[src/rtl/ucomb_arbiter.sv]
// Two-requester arbiter in front of a single ucomb gate bank: accept, drive, capture, respond.
// Build option: define UCOMB_ARB_FIXED_PRIO_EN to make requester 0 always win ties.
module ucomb_arbiter (
    input  logic        clk,
    input  logic        rst_n,
    input  logic        req0_valid,
    output logic        req0_ready,
    input  logic [26:0] req0_data,
    output logic        rsp0_valid,
    input  logic        rsp0_ready,
    output logic [5:0]  rsp0_data,
    input  logic        req1_valid,
    output logic        req1_ready,
    input  logic [26:0] req1_data,
    output logic        rsp1_valid,
    input  logic        rsp1_ready,
    output logic [5:0]  rsp1_data,
    output logic [26:0] uc_in,
    input  logic [5:0]  uc_out,
    output logic        busy,
    output logic        grant
);

    typedef enum logic [1:0] {IDLE, DRIVE, CAPTURE, RESP} state_t;

    state_t      state, state_nxt;
    logic        prio;
    logic        grant_q;
    logic        win;
    logic        accept;
    logic        rsp_done;
    logic [26:0] uc_in_p0;
    logic [5:0]  result_p1;

    always_ff @(posedge clk or negedge rst_n) begin
        if (!rst_n) begin
            state <= IDLE;
        end else begin
            state <= state_nxt;
        end
    end

    // Winner is the favoured requester if it is valid, otherwise the other one.
    always_comb begin
        state_nxt  = state;
        win        = prio ? req1_valid : ~req0_valid;
        accept     = 1'b0;
        rsp_done   = 1'b0;
        req0_ready = 1'b0;
        req1_ready = 1'b0;
        rsp0_valid = 1'b0;
        rsp1_valid = 1'b0;
        case (state)
            IDLE: begin
                if (req0_valid || req1_valid) begin
                    accept     = 1'b1;
                    req0_ready = ~win;
                    req1_ready = win;
                    state_nxt  = DRIVE;
                end
            end
            DRIVE:   state_nxt = CAPTURE;
            CAPTURE: state_nxt = RESP;
            RESP: begin
                rsp0_valid = ~grant_q;
                rsp1_valid = grant_q;
                rsp_done   = grant_q ? rsp1_ready : rsp0_ready;
                if (rsp_done) begin
                    state_nxt = IDLE;
                end
            end
            default: state_nxt = IDLE;
        endcase
    end

    always_ff @(posedge clk or negedge rst_n) begin
        if (!rst_n) begin
            grant_q <= 1'b0;
        end else if (accept) begin
            grant_q <= win;
        end
    end

`ifdef UCOMB_ARB_FIXED_PRIO_EN
    assign prio = 1'b0;
`else
    always_ff @(posedge clk or negedge rst_n) begin
        if (!rst_n) begin
            prio <= 1'b0;
        end else if (rsp_done) begin
            prio <= ~grant_q;
        end
    end
`endif

    // Stage p0: operand register feeding the bank, held until the next accept.
    always_ff @(posedge clk or negedge rst_n) begin
        if (!rst_n) begin
            uc_in_p0 <= '0;
        end else if (accept) begin
            uc_in_p0 <= win ? req1_data : req0_data;
        end
    end

    // Stage p1: bank result captured after one full settle cycle.
    always_ff @(posedge clk or negedge rst_n) begin
        if (!rst_n) begin
            result_p1 <= '0;
        end else if (state == CAPTURE) begin
            result_p1 <= uc_out;
        end
    end

    assign uc_in     = uc_in_p0;
    assign rsp0_data = result_p1;
    assign rsp1_data = result_p1;
    assign busy      = (state != IDLE);
    assign grant     = grant_q;

endmodule

[config.mk]
export PLATFORM = sky130hd
export DESIGN_NAME = ucomb_arbiter
export DESIGN_NICKNAME = d
export VERILOG_FILES = /design/src/rtl/ucomb_arbiter.sv
export SDC_FILE = /design/constraint.sdc
export NUM_CORES = 1
export LEC_CHECK = 0
export BUFFER_PORTS_ARGS = -buffer_cell sky130_fd_sc_hd__buf_2
export CAP_MARGIN = 20
export CORE_AREA = 8 8 57 94
export CTS_CLUSTER_SIZE = 24
export DETAILED_ROUTE_END_ITERATION = 8
export DIE_AREA = 0 0 65 102
export PLACE_DENSITY_LB_ADDON = 0.2
export RECOVER_POWER = 25
export SETUP_SLACK_MARGIN = 0.05
export SYNTH_ARGS = -nofsm -noshare
export SYNTH_HDL_FRONTEND = slang
export SYNTH_SLANG_ARGS = --single-unit
[constraint.sdc]
create_clock -name clk -period 4.95 [get_ports clk]
set_clock_uncertainty 0.05 [all_clocks]
set_input_delay 0.99 -clock clk [delete_from_list [all_inputs] [get_ports clk]]
set_output_delay 0.99 -clock clk [all_outputs]
set_load 0.01 [all_outputs]
Word level (Yosys, flattened, before mapping)
Index checks and enable logic that the tools add are counted.
{"block": "totals", "output_inout_bits": 45, "elab_cells": 32, "reg_bits": 37}
{"block": "classes", "n_bitwise": 3, "n_mux": 15, "reduce_logical": 4, "eq_ne": 5}
{"cell": "$mux 27", "count": 1}
{"cell": "$mux 1", "count": 11}
{"cell": "$pmux 2 s4", "count": 1}
{"cell": "$eq 2x2->1 const B", "count": 2}
{"cell": "$mux 2", "count": 2}
{"cell": "$ne 2x2->1 const B", "count": 2}
{"cell": "$not 1->1", "count": 3}
{"cell": "$eq 2x1->1 const B", "count": 1}
{"cell": "$logic_not 2->1", "count": 1}
{"cell": "$reduce_and 2->1", "count": 1}
{"cell": "$reduce_bool 2->1", "count": 1}
{"cell": "$logic_or 1x1->1", "count": 1}

Longest topological paths before layout
{"block": "logic_depth", "word_depth": 5, "ltp_mapped": 7}

Worst setup path before layout
Ideal clock, no wire load.
{"block": "synth_path", "kind": "input -> output", "from": "input port req1_valid", "to": "output port req1_ready", "path_stages": 4, "t_arrival_ns": 1.530, "slack_ns": 2.380, "path_cell_list": "and2_1 buf_6 buf_6 and2_1"}
{"block": "synth_via", "elab_chain_len": 3}
{"item": "start: declaration", "line": "12", "source": "input logic req1_valid,"}
{"item": "$mux 1 / $logic_or 1x1->1 (equally long branches)", "line": "46, 55"}
{"item": "$mux 1 (*)", "line": "55", "source": "if (req0_valid || req1_valid) begin"}
{"item": "$mux 1 (*)", "line": "53", "source": "case (state)"}
{"item": "end: declaration", "line": "13", "source": "output logic req1_ready,"}
Every way passes the cells marked *; elsewhere a longest branch is shown, timed or not.

Worst setup path after layout
Ends and elaborated chain as after synthesis.

==> run summary <==
Worst-Margin Slew: 1.92 ns
Die Width: 65 um
Worst R2R Path Depth: 5
Mapped Area: 1760 sq um
Cells after DPL: 285
share of the synthesized area in the top cell type: 52.7%
clk sinks: 37
Seq/Total Area, Yosys: 52.7%
total CTS buffers: 5
vias: 1537
Residual DRC: 0
max cap viols: 1
Worst Hold Class: reg2reg
critical path class: in2out
Critical Path AT: 2.06 ns
Worst EP required: 3.91 ns
Hold Vio Cnt, Final: 0
synth top area cells: dfrtp_1 (53%), a221o_1 (15%), and3_1 (6.8%), mux2_2 (4.5%), and3_2 (3.4%)
starting density of the core: 43.1%
via-per-instance ratio: 5.26
share of cells above drive strength 1: 55.6%
CTS tree: yes
worst slew margin relative to its limit: -27.9%
IO buf count: 110
GPL Wtd Cong: 0.752
post-place setup slack: 1.85 ns
hold_ws: 0.455 ns
Die H: 102 um
leading area contributor after synthesis: dfrtp_1
final max-slew violation count: 38
fin crit period: 3.10 ns
startpoint type of the worst setup path: primary input
die area: 6630 sq um
Synth Instances: 141
fmax: 0.322 GHz
CTS root buf: clkbuf_8
Max IR drop VDD: 0.000333 V
failing checks: max-capacitance violations, max-slew violations
post-route setup slack: 1.85 ns
largest net degree at the start of global routing: 38
H-tree depth: 2
final period utilization: 62.7%
YS warnings: 0
Power Dens Cells: 603 nW/um^2
hold path cells: 1
setup TNS: 0 ns
Worst Path Max Fanout: 28
Final ANT Viol Nets: 0
met3 Usage GRT: 7.90%
number of setup violations in the final report: 0
# diodes: 0
Clk pin slew, worst setup/hold paths: 0.06 ns
global route hottest layer: met2
Finished Core Util: 57.8%
# hold bufs at CTS: 0
initial antenna violation count: 0
DR WL/cell: 16.8 um
synthesis-stage register bit count: 37
RSZ-0062 raised after global routing: false
fin cells: 292
routed wire length: 4910 um
row count: 31
first-pass GRT wire length: 8090 um
met1 GRT Util: 15.3%
clock buffer depth: 2
syn_nets: 211
synth-to-layout area growth: 34.1%
Detail Placement HPWL: 3780 um
CTS resizes: 0
GRT Overall Usage: 15.3%
Pre-antenna DRT Iters: 4
Crit. End Element: output port
commonest non-fill, non-tap cell in the layout: buf_2
global route overflow: 0
Final nets: 313
most frequent cells in the layout: buf_2 (109), dfrtp_1 (37), a221o_1 (27)
Leak Pwr: 1.34 nW
drt initial violations: 42
vias in the first global route: 1747
status: complete, but fails checks
Avg Cell Area, Syn: 12.5 sq um
met2 Resource Use GR: 26.8%
Unique masters post-synth: 21
postcts setup bufs: 0
I/O pin count: 111
CORE AREA: 4070 sq um
worst skew pair latency: 0.28 ns
[critical path, stage by stage]
cell,delay (ns)
buf_2,0.12
and2_1,0.60
and2_1,0.22
buf_2,0.13
[power by group]
| group | total, mW | switching, mW | internal [mW] |
|---|---|---|---|
| sequential | 0.540 | 0.0888 | 0.451 |
| clock | 0.206 | 0.0955 | 0.110 |
| combinational | 0.674 | 0.334 | 0.340 |
[final timing paths]
| path | to | slack, ns | start |
|---|---|---|---|
| min in group asynchronous | uc_in[1]$_DFFE_PN0P_ | 1.19 | rst_n |
| hold reg to reg | uc_in[16]$_DFFE_PN0P_ | 0.46 | uc_in[16]$_DFFE_PN0P_ |
| hold / removal | uc_in[16]$_DFFE_PN0P_ | 0.46 | uc_in[16]$_DFFE_PN0P_ |
| setup reg to reg | uc_in[6]$_DFFE_PN0P_ | 3.05 | state[0]$_DFFE_PN0P_ |
| setup / recovery | req1_ready | 1.85 | req1_valid |
| max in group asynchronous | rsp0_data[0]$_DFFE_PN0N_ | 2.56 | rst_n |
[final cells by class]
| class | instances | area, sq um |
|---|---|---|
| timing repair buffer | 112 | 572 |
| clock buffer | 7 | 86.3 |
| fill | 392 | 1720 |
| multi-input combinational | 83 | 696 |
| tap | 49 | 61.3 |
| sequential | 37 | 926 |
| inverter | 4 | 15.0 |
[layer usage]
metal | share of wire (%) | up-vias
met3 | 11 | 4
met4 | 0.71 | 0
met1 | 37 | 719
met5 | 0 | -
met2 | 51 | 80
li1 | - | 734
[synth_stat cells, drive strengths merged]
cell type,count
a21oi,3
a221o,27
a22oi,1
and2,3
and3,27
buf,14
clkbuf,3
dfrtp,37
ha,4
inv,4
mux2,7
mux2i,2
nand2,3
nand2b,1
nor2,2
nor2b,1
o21ai,2
[registers in the layout, summed over array words and instances (netlist names)]
name / cells
grant: 1
uc_in: 27
prio: 1
state: 2
rsp0_data: 6
[per-stage QoR]
stage / total power [mW] / instance area [sq um]
2_1_floorplan: 0.993 / 1760
3_3_place_gp: 1.20 / 2260
3_5_place_dp: 1.23 / 2270
4_1_cts: 1.45 / 2360
5_1_grt: 1.54 / 2360
6_report: 1.42 / 2360
[cell families after synthesis]
logic type / count (synthesis) / synth area share [%]
buf+inv: 21 / 7.91
simple gates: 37 / 13.5
fa+ha+maj: 4 / 2.85
flops: 37 / 52.7
mux: 9 / 5.63
compound gates: 33 / 17.4
Power figures use the tool's default switching activity.
